--- config.mk ---
export PLATFORM = sky130hd
export DESIGN_NAME = mem_port_arbiter_flat
export DESIGN_NICKNAME = d
export VERILOG_FILES = /design/src/rtl/mem_port_arbiter_if.sv /design/src/rtl/mem_port_arbiter.sv /design/src/flat_wrapper.sv
export SDC_FILE = /design/constraint.sdc
export NUM_CORES = 1
export LEC_CHECK = 0
export ABC_AREA = 1
export CAP_MARGIN = 30
export CORE_ASPECT_RATIO = 0.5
export CORE_MARGIN = 10
export CORE_UTILIZATION = 36
export CTS_BUF_LIST = sky130_fd_sc_hd__clkbuf_2 sky130_fd_sc_hd__clkbuf_4 sky130_fd_sc_hd__clkbuf_8
export DETAILED_ROUTE_END_ITERATION = 10
export PLACE_DENSITY = 0.83
export SLEW_MARGIN = 10
export SYNTH_ARGS = -nofsm -noshare
export SYNTH_HDL_FRONTEND = slang
export SYNTH_SLANG_ARGS = --single-unit
--- constraint.sdc ---
create_clock -name clk -period 1.6 [get_ports clk]
set_input_delay 0.16 -clock clk [delete_from_list [all_inputs] [get_ports clk]]
set_output_delay 0.16 -clock clk [all_outputs]
set_load 0.01 [all_outputs]
--- src/rtl/mem_port_arbiter_if.sv ---
// Bundle between mem_port_arbiter, its two requesters and mem_controller.
// slave: the arbiter's view. master: the environment driving requests and memory responses.
interface mem_port_arbiter_if #(
  parameter int ADDR_BITS = 14,
  parameter int DATA_BITS = 32
);
  localparam int BE_BITS = DATA_BITS / 8;

  logic [ADDR_BITS-1:0] req0_addr;
  logic                 req0_read_en;
  logic [BE_BITS-1:0]   req0_write_en;
  logic [DATA_BITS-1:0] req0_write_data;
  logic [DATA_BITS-1:0] req0_read_data;
  logic                 req0_read_ack;
  logic                 req0_write_ack;

  logic [ADDR_BITS-1:0] req1_addr;
  logic                 req1_read_en;
  logic [BE_BITS-1:0]   req1_write_en;
  logic [DATA_BITS-1:0] req1_write_data;
  logic [DATA_BITS-1:0] req1_read_data;
  logic                 req1_read_ack;
  logic                 req1_write_ack;

  logic [ADDR_BITS-1:0] mem_addr;
  logic                 mem_read_en;
  logic [BE_BITS-1:0]   mem_write_en;
  logic [DATA_BITS-1:0] mem_write_data;
  logic [DATA_BITS-1:0] mem_read_data;
  logic                 mem_read_ack;
  logic                 mem_write_ack;

  logic [1:0]           grant;
  logic                 timeout_err;

  modport slave (
    input  req0_addr, req0_read_en, req0_write_en, req0_write_data,
    output req0_read_data, req0_read_ack, req0_write_ack,
    input  req1_addr, req1_read_en, req1_write_en, req1_write_data,
    output req1_read_data, req1_read_ack, req1_write_ack,
    output mem_addr, mem_read_en, mem_write_en, mem_write_data,
    input  mem_read_data, mem_read_ack, mem_write_ack,
    output grant, timeout_err
  );

  modport master (
    output req0_addr, req0_read_en, req0_write_en, req0_write_data,
    input  req0_read_data, req0_read_ack, req0_write_ack,
    output req1_addr, req1_read_en, req1_write_en, req1_write_data,
    input  req1_read_data, req1_read_ack, req1_write_ack,
    input  mem_addr, mem_read_en, mem_write_en, mem_write_data,
    output mem_read_data, mem_read_ack, mem_write_ack,
    input  grant, timeout_err
  );
endinterface

--- src/rtl/mem_port_arbiter.sv ---
// Round-robin arbiter sharing the mem_controller port between the core (port 0)
// and the debugger/loader (port 1). One single-cycle command per transaction,
// acks routed back to the owner, watchdog forces completion if memory stays silent.
module mem_port_arbiter #(
  parameter int ADDR_BITS      = 14,
  parameter int DATA_BITS      = 32,
  parameter int TIMEOUT_CYCLES = 15
) (
  input  logic clk,
  input  logic reset_n,
  input  logic sync_reset,
  mem_port_arbiter_if.slave bus
);
  localparam int         BE_BITS   = DATA_BITS / 8;
  localparam logic [1:0] S_IDLE    = 2'd0;
  localparam logic [1:0] S_ISSUE   = 2'd1;
  localparam logic [1:0] S_WAIT    = 2'd2;
  localparam logic [7:0] WDOG_INIT = 8'(TIMEOUT_CYCLES);

  logic [1:0]           state_q, state_d;
  logic                 owner_q, owner_d;
  logic                 last_q, last_d;
  logic                 wr_q, wr_d;
  logic [ADDR_BITS-1:0] addr_q, addr_d;
  logic [DATA_BITS-1:0] wdata_q, wdata_d;
  logic [BE_BITS-1:0]   be_q, be_d;
  logic [7:0]           wdog_q, wdog_d;

  // Requests gathered into port-indexed arrays so the grant can select by owner.
  logic [1:0][ADDR_BITS-1:0] req_addr;
  logic [1:0][DATA_BITS-1:0] req_wdata;
  logic [1:0][BE_BITS-1:0]   req_be;
  logic [1:0]                req_rd, pend;
  logic                      gnt;

  assign req_addr  = {bus.req1_addr, bus.req0_addr};
  assign req_wdata = {bus.req1_write_data, bus.req0_write_data};
  assign req_be    = {bus.req1_write_en, bus.req0_write_en};
  assign req_rd    = {bus.req1_read_en, bus.req0_read_en};
  assign pend      = req_rd | {|req_be[1], |req_be[0]};
  // Tie goes to the port that did not own the last transaction.
  assign gnt       = (&pend) ? ~last_q : ~pend[0];

  // sync_reset suppresses every pulse in the cycle it is asserted.
  logic run, issue, waiting, acked, tmo, done;
  assign run     = ~sync_reset;
  assign issue   = run & (state_q == S_ISSUE);
  assign waiting = run & (state_q == S_WAIT);
  assign acked   = waiting & (bus.mem_read_ack | bus.mem_write_ack);
  assign tmo     = waiting & ~acked & (wdog_q == 8'd1);
  assign done    = acked | tmo;

  // Next-state: grant from IDLE, single-cycle ISSUE, WAIT until ack or watchdog.
  always_comb begin
    state_d = state_q;
    owner_d = owner_q;
    last_d  = last_q;
    wr_d    = wr_q;
    addr_d  = addr_q;
    wdata_d = wdata_q;
    be_d    = be_q;
    wdog_d  = wdog_q;
    if (sync_reset) begin
      state_d = S_IDLE;
      owner_d = 1'b0;
      last_d  = 1'b1;
      wr_d    = 1'b0;
      addr_d  = '0;
      wdata_d = '0;
      be_d    = '0;
      wdog_d  = '0;
    end else begin
      case (state_q)
        S_IDLE: if (|pend) begin
          owner_d = gnt;
          addr_d  = req_addr[gnt];
          wdata_d = req_wdata[gnt];
          be_d    = req_be[gnt];
          wr_d    = |req_be[gnt];
          state_d = S_ISSUE;
        end
        S_ISSUE: begin
          wdog_d  = WDOG_INIT;
          state_d = S_WAIT;
        end
        S_WAIT: if (done) begin
          last_d  = owner_q;
          state_d = S_IDLE;
        end else begin
          wdog_d  = wdog_q - 8'd1;
        end
        default: state_d = S_IDLE;
      endcase
    end
  end

  // State registers; last_q resets to 1 so port 0 wins the first tie.
  always_ff @(posedge clk or negedge reset_n) begin
    if (!reset_n) begin
      state_q <= S_IDLE;
      owner_q <= 1'b0;
      last_q  <= 1'b1;
      wr_q    <= 1'b0;
      addr_q  <= '0;
      wdata_q <= '0;
      be_q    <= '0;
      wdog_q  <= '0;
    end else begin
      state_q <= state_d;
      owner_q <= owner_d;
      last_q  <= last_d;
      wr_q    <= wr_d;
      addr_q  <= addr_d;
      wdata_q <= wdata_d;
      be_q    <= be_d;
      wdog_q  <= wdog_d;
    end
  end

  assign bus.mem_addr       = addr_q;
  assign bus.mem_write_data = wdata_q;
  assign bus.mem_read_en    = issue & ~wr_q;
  assign bus.mem_write_en   = issue ? be_q : '0;
  assign bus.grant          = (run && state_q != S_IDLE) ? {1'b1, owner_q} : 2'b00;
  assign bus.timeout_err    = tmo;

  // Per-port completion routing; the non-owner always sees zeros.
  logic [1:0]                rack, wack;
  logic [1:0][DATA_BITS-1:0] rdata;
  for (genvar i = 0; i < 2; i++) begin : g_port
    logic mine;
    assign mine     = (i == 0) ? ~owner_q : owner_q;
    assign rack[i]  = done & mine & ~wr_q;
    assign wack[i]  = done & mine & wr_q;
    assign rdata[i] = (acked & mine & ~wr_q) ? bus.mem_read_data : '0;
  end

  assign bus.req0_read_ack  = rack[0];
  assign bus.req0_write_ack = wack[0];
  assign bus.req0_read_data = rdata[0];
  assign bus.req1_read_ack  = rack[1];
  assign bus.req1_write_ack = wack[1];
  assign bus.req1_read_data = rdata[1];
endmodule

--- src/flat_wrapper.sv ---
// flat-port wrapper written by rule: the top's interface ports become plain ports
module mem_port_arbiter_flat 
#(
  parameter int ADDR_BITS      = 14,
  parameter int DATA_BITS      = 32,
  parameter int TIMEOUT_CYCLES = 15
)
  (clk, reset_n, sync_reset, bus_req0_addr, bus_req0_read_en, bus_req0_write_en, bus_req0_write_data, bus_req0_read_data, bus_req0_read_ack, bus_req0_write_ack, bus_req1_addr, bus_req1_read_en, bus_req1_write_en, bus_req1_write_data, bus_req1_read_data, bus_req1_read_ack, bus_req1_write_ack, bus_mem_addr, bus_mem_read_en, bus_mem_write_en, bus_mem_write_data, bus_mem_read_data, bus_mem_read_ack, bus_mem_write_ack, bus_grant, bus_timeout_err);
  mem_port_arbiter_if #(.ADDR_BITS(ADDR_BITS), .DATA_BITS(DATA_BITS)) bus_i ();
  input  logic clk;
  input  logic reset_n;
  input  logic sync_reset;
  input wire logic [$bits(bus_i.req0_addr)-1:0] bus_req0_addr;
  input wire logic [$bits(bus_i.req0_read_en)-1:0] bus_req0_read_en;
  input wire logic [$bits(bus_i.req0_write_en)-1:0] bus_req0_write_en;
  input wire logic [$bits(bus_i.req0_write_data)-1:0] bus_req0_write_data;
  output wire logic [$bits(bus_i.req0_read_data)-1:0] bus_req0_read_data;
  output wire logic [$bits(bus_i.req0_read_ack)-1:0] bus_req0_read_ack;
  output wire logic [$bits(bus_i.req0_write_ack)-1:0] bus_req0_write_ack;
  input wire logic [$bits(bus_i.req1_addr)-1:0] bus_req1_addr;
  input wire logic [$bits(bus_i.req1_read_en)-1:0] bus_req1_read_en;
  input wire logic [$bits(bus_i.req1_write_en)-1:0] bus_req1_write_en;
  input wire logic [$bits(bus_i.req1_write_data)-1:0] bus_req1_write_data;
  output wire logic [$bits(bus_i.req1_read_data)-1:0] bus_req1_read_data;
  output wire logic [$bits(bus_i.req1_read_ack)-1:0] bus_req1_read_ack;
  output wire logic [$bits(bus_i.req1_write_ack)-1:0] bus_req1_write_ack;
  output wire logic [$bits(bus_i.mem_addr)-1:0] bus_mem_addr;
  output wire logic [$bits(bus_i.mem_read_en)-1:0] bus_mem_read_en;
  output wire logic [$bits(bus_i.mem_write_en)-1:0] bus_mem_write_en;
  output wire logic [$bits(bus_i.mem_write_data)-1:0] bus_mem_write_data;
  input wire logic [$bits(bus_i.mem_read_data)-1:0] bus_mem_read_data;
  input wire logic [$bits(bus_i.mem_read_ack)-1:0] bus_mem_read_ack;
  input wire logic [$bits(bus_i.mem_write_ack)-1:0] bus_mem_write_ack;
  output wire logic [$bits(bus_i.grant)-1:0] bus_grant;
  output wire logic [$bits(bus_i.timeout_err)-1:0] bus_timeout_err;
  assign bus_i.req0_addr = bus_req0_addr;
  assign bus_i.req0_read_en = bus_req0_read_en;
  assign bus_i.req0_write_en = bus_req0_write_en;
  assign bus_i.req0_write_data = bus_req0_write_data;
  assign bus_req0_read_data = bus_i.req0_read_data;
  assign bus_req0_read_ack = bus_i.req0_read_ack;
  assign bus_req0_write_ack = bus_i.req0_write_ack;
  assign bus_i.req1_addr = bus_req1_addr;
  assign bus_i.req1_read_en = bus_req1_read_en;
  assign bus_i.req1_write_en = bus_req1_write_en;
  assign bus_i.req1_write_data = bus_req1_write_data;
  assign bus_req1_read_data = bus_i.req1_read_data;
  assign bus_req1_read_ack = bus_i.req1_read_ack;
  assign bus_req1_write_ack = bus_i.req1_write_ack;
  assign bus_mem_addr = bus_i.mem_addr;
  assign bus_mem_read_en = bus_i.mem_read_en;
  assign bus_mem_write_en = bus_i.mem_write_en;
  assign bus_mem_write_data = bus_i.mem_write_data;
  assign bus_i.mem_read_data = bus_mem_read_data;
  assign bus_i.mem_read_ack = bus_mem_read_ack;
  assign bus_i.mem_write_ack = bus_mem_write_ack;
  assign bus_grant = bus_i.grant;
  assign bus_timeout_err = bus_i.timeout_err;
  mem_port_arbiter #(.ADDR_BITS(ADDR_BITS), .DATA_BITS(DATA_BITS), .TIMEOUT_CYCLES(TIMEOUT_CYCLES)) u_core (.clk(clk), .reset_n(reset_n), .sync_reset(sync_reset), .bus(bus_i));
endmodule
=== Word-level counts from Yosys, hierarchy flattened ===
Index checks and enable logic that the tools add are counted.
Widths: inputs -> output; s select.

* Register bits after elaboration: 63
* Bits of input ports: 139
* Output and inout bits: 122
* Logic and storage cells: 94

* Add/subtract/negate cells: 1
* Magnitude comparators: 1
* Equal/unequal tests: 6
* Muxes and demuxes: 36
* Bitwise gates (word level): 25
* Reductions and logical operators: 17

{| class="wikitable"
|+ Operator list
! operator !! number
|-
| $mux 32 || 7
|-
| $mux 14 || 5
|-
| $mux 4 || 6
|-
| $and 1x1->1 || 16
|-
| $mux 8 || 2
|-
| $pmux 8 s2 || 1
|-
| $reduce_or 4->1 || 3
|-
| $mux 1 || 10
|-
| $reduce_and 2->1 || 5
|-
| $reduce_bool 2->1 || 5
|-
| $eq 8x1->1 const B || 1
|-
| $mux 2 || 4
|-
| $sub 8x1->8 const B || 1
|-
| $ne 3x2->1 const B || 2
|-
| $not 1->1 || 6
|-
| $pmux 2 s3 || 1
|-
| $ne 3x3->1 const B || 1
|-
| $reduce_bool 3->1 || 1
|-
| $eq 2x1->1 const B || 1
|-
| $eq 2x2->1 const B || 1
|-
| $logic_not 2->1 || 1
|-
| $lt 1x2->1 const B || 1
|-
| $or 1x1->1 || 2
|-
| $or 2x2->2 || 1
|-
| other kinds (2) || 2
|}

=== Logic depth before layout (Yosys ltp) ===
* Depth after elaboration: 10
* Mapped depth: 11

=== Least setup slack after synthesis ===
Ideal clock, no wire load.

* Path kind: register -> output
* Start: register u_core.state_q[0]
* End: output bus_req0_read_data[10]
* Arrival time: 1.318 ns
* Required time: 1.440 ns
* Path slack: 0.122 ns
* Cell stages (with the launch flop): 9
* Buffers on the path: 1
* Cells stage by stage: dfrtp_1 -> inv_1 -> nand2_1 -> nor2_1 -> o21ai_1 -> inv_2 -> nand3_1 -> buf_2 -> nor2_1

* Longest elaborated chain between the ends: 6

{| class="wikitable"
|+ RTL lines
! what !! line !! text
|-
| start, declared || mem_port_arbiter.sv:20 || <nowiki>logic [1:0] state_q, state_d;</nowiki>
|-
| start signal, assigned || mem_port_arbiter.sv:109 || <nowiki>state_q <= state_d;</nowiki>
|-
| $eq 2x2->1 || mem_port_arbiter.sv:48 || <nowiki>assign waiting = run & (state_q == S_WAIT);</nowiki>
|-
| $and 1x1->1 || mem_port_arbiter.sv:48 ||
|-
| $and 1x1->1 || mem_port_arbiter.sv:49 || <nowiki>assign acked = waiting & (bus.mem_read_ack | bus.mem_write_ack);</nowiki>
|-
| $and 1x1->1 (2 in a row) || mem_port_arbiter.sv:135 || <nowiki>assign rdata[i] = (acked & mine & ~wr_q) ? bus.mem_read_data : '0;</nowiki>
|-
| $mux 32 || mem_port_arbiter.sv:135 ||
|-
| end, declared || flat_wrapper.sv:17 || <nowiki>output wire logic [$bits(bus_i.req0_read_data)-1:0] bus_req0_read_data;</nowiki>
|}

No other way between the ends.

=== Worst setup path after layout ===
* Start: register u_core.state_q[0]
* End: output bus_req1_read_data[2]

* Longest elaborated chain between the ends: 6

{| class="wikitable"
|+ RTL lines
! what !! line !! text
|-
| $eq 2x2->1 || mem_port_arbiter.sv:48 ||
|-
| $and 1x1->1 || mem_port_arbiter.sv:48 ||
|-
| $and 1x1->1 || mem_port_arbiter.sv:49 ||
|-
| $and 1x1->1 (2 in a row) || mem_port_arbiter.sv:135 ||
|-
| $mux 32 || mem_port_arbiter.sv:135 ||
|-
| end, declared || flat_wrapper.sv:24 || <nowiki>output wire logic [$bits(bus_i.req1_read_data)-1:0] bus_req1_read_data;</nowiki>
|}

No other way between the ends.

==> reports/metrics.csv <==
metric,value,unit
outcome,"complete, but fails checks",
failing checks,setup timing,
crit share post-route,117,%
die width,163,µm
pre-CTS WS,-0.507,ns
largest net degree at the start of global routing,39,
worst skew pair latency,0.35,ns
gr usage total,20.6,%
global-route wire length before repair,24700,µm
synthesized area per cell,7.06,µm²
part of the Yosys area used for sequential elements,42.9,%
"commonest non-fill, non-tap cell in the layout",clkdlybuf4s50_1,
DRC violations left,0,
CTS tree,built,
critical path arrival,1.72,ns
Synth Instances,521,
top cell type's share of synthesized area,42.2,%
synthesized cell area,3680,µm²
layout cells sized above 1,29.0,%
wire length per cell,18.1,µm
CP top delay family,buffers and inverters,
DR vias,4743,
ANT cells,0,
Max Clk Rate,0.533,GHz
CTS Buf Count,9,
vias in the first global route,4477,
initial antenna violation count,0,
Pwr Total,0.00584,W
nets,983,
global route total overflow,0,
worst path cell trace,"inv_2, nand2_4, nor2_4, o21ai_2, inv_2, nand3_4, buf_6, buf_6, nor2_1, buf_2",
"area leader, netlist",dfrtp_1,
Critical Path Start Type,flop,
setup TNS,-20.20,ns
final setup margin,-0.277,ns
Post-Syn Nets,662,
Final Hold Vio Count,0,
Pins Over Slew Limit,0,
Slew @ Worst Pin,0.540,ns
slew margin rel.,64.0,%
#FFs+latches synth,63,
skew final,0.0102,ns
I/O pin total,261,
CP max stage delay,0.39,ns
area delta synth->final,93.4,%
crit-path max FO,8,
"top cells by area, synth","dfrtp_1 42%, nor2_1 14%, o21ai_0 8.3%",
Tmin final,1.88,ns
Unique masters post-synth,25,
Via density,4.83,
most frequent cells in the layout,"183 x clkdlybuf4s50_1, 116 x nor2_1, 75 x buf_2",
Die Span Y,91.5,µm
DR iter-0 viols,493,
Static Leak,3.48,nW
Finish-stage setup viols,128,
"Buf+Inv Stages, Crit Path",5,
CP max-delay cell,dfrtp_1,
DP HPWL,13000,µm
"Core Util, Final",73.3,%
crit path kind,reg -> out,
hold slack final,0.327,ns
max-cap violations,0,
Max VDD drop,0.620,mV
clk buf depth,2,
hold crit path type,in -> async,
CP endpoint kind,primary output,
die area,14900,µm²
Detailed Route WL,17800,µm
"Reg clk slew, reported paths",0.07,ns
RSZ-0062 raised after global routing,true,
Clk Tree Root Cell,clkbuf_8,
port bufs,260,
core area,9700,µm²
first drt pass iteration count,5,
Post-DRT Antenna Nets,0,
htree depth,3,
synth warn,0,
GP Congestion,0.865,
clock sinks,63,
WP data required,1.44,ns
Starting Density,37.9,%
cell row count,25,
Pwr per Cell Area,822,nW/µm²
==> cells by family after synthesis <==
kind of cell    Yosys count  synth area share, %
flops                    63                 42.9
compound gates          111                 16.4
xor+xnor                  2                0.477
buf+inv                  88                 10.4
simple gates            255                 29.0
fa+ha+maj                 2                0.681
==> synthesized netlist by cell type <==
master	n
nor2_1	134
nand2_1	80
dfrtp_1	62
o21ai_0	61
inv_1	55
o21ai_1	39
buf_2	15
nand2_2	13
nand3_1	11
o21ai_2	10
nand4_1	8
clkbuf_1	7
inv_2	6
nor3_1	4
buf_6	3
ha_1	2
nor2_4	2
xor2_1	2
buf_8	1
clkbuf_2	1
dfstp_2	1
nand3b_1	1
nand4_4	1
nor4_1	1
o21ai_4	1
==> routing by layer <==
metal  wire [µm]  track usage [%]  share of wire [%]
met1        6900             22.7                 39
met2        9140             37.4                 51
met4         358             6.12                2.0
met3        1370             6.08                7.7
met5           0                0                  0
==> metrics by stage <==
| stage | instance area [µm²] | std cells |
|---|---|---|
| 2_1_floorplan | 3680 | 521 |
| 3_3_place_gp | 6760 | 940 |
| 3_5_place_dp | 6760 | 940 |
| 4_1_cts | 6740 | 962 |
| 5_1_grt | 7110 | 981 |
| 6_report | 7110 | 981 |
==> state kept, by name, summed over array words and instances (netlist names) <==
signal and cells:
u_core.be_q 4, u_core.bus.mem_addr 14, u_core.bus.mem_write_data 32, u_core.g_port.mine 1
u_core.last_q 1, u_core.state_q 2, u_core.wdog_q 8, u_core.wr_q 1
==> path summary, 6_finish.rpt <==
path	start	end	slack (ns)	cells after the start
min reg2reg	u_core.bus.mem_addr[0]	u_core.bus.mem_addr[0]	0.49	2
min in group clk	bus_req1_write_data[3]	u_core.bus.mem_write_data[3]	0.40	3
min	reset_n	u_core.bus.mem_write_data[23]	0.33	2
max reg2reg	u_core.state_q[1]	u_core.bus.mem_addr[10]	-0.19	10
max	u_core.state_q[0]	bus_req1_read_data[2]	-0.28	10
max in group asynchronous	reset_n	u_core.bus.mem_write_data[25]	0.66	3
==> cell type report <==
type	count	area [µm²]
multi-input combinational	370	1890
tap	135	169
timing repair buffer	337	3040
inverter	61	229
clock buffer	12	159
clock inverter	3	42.5
sequential	63	1580
fill	716	2590
==> power breakdown <==
part,total (W),leakage (nW),switching (W),internal (W)
clock network,0.00145,0.102,0.000638,0.000811
logic,0.00242,2.55,0.00115,0.00127
registers,0.00197,0.827,0.000140,0.00183
==> what timing repair did <==
action,4_1_cts,5_1_grt
buffers inserted,5,11
setup endpoints to repair,76,125
hold endpoints to repair,18,0
gates cloned,1,8
hold buffers,1,0
pin swaps,5,40
resized for setup,319,104
No activity file was read; power rests on OpenSTA's default activity.
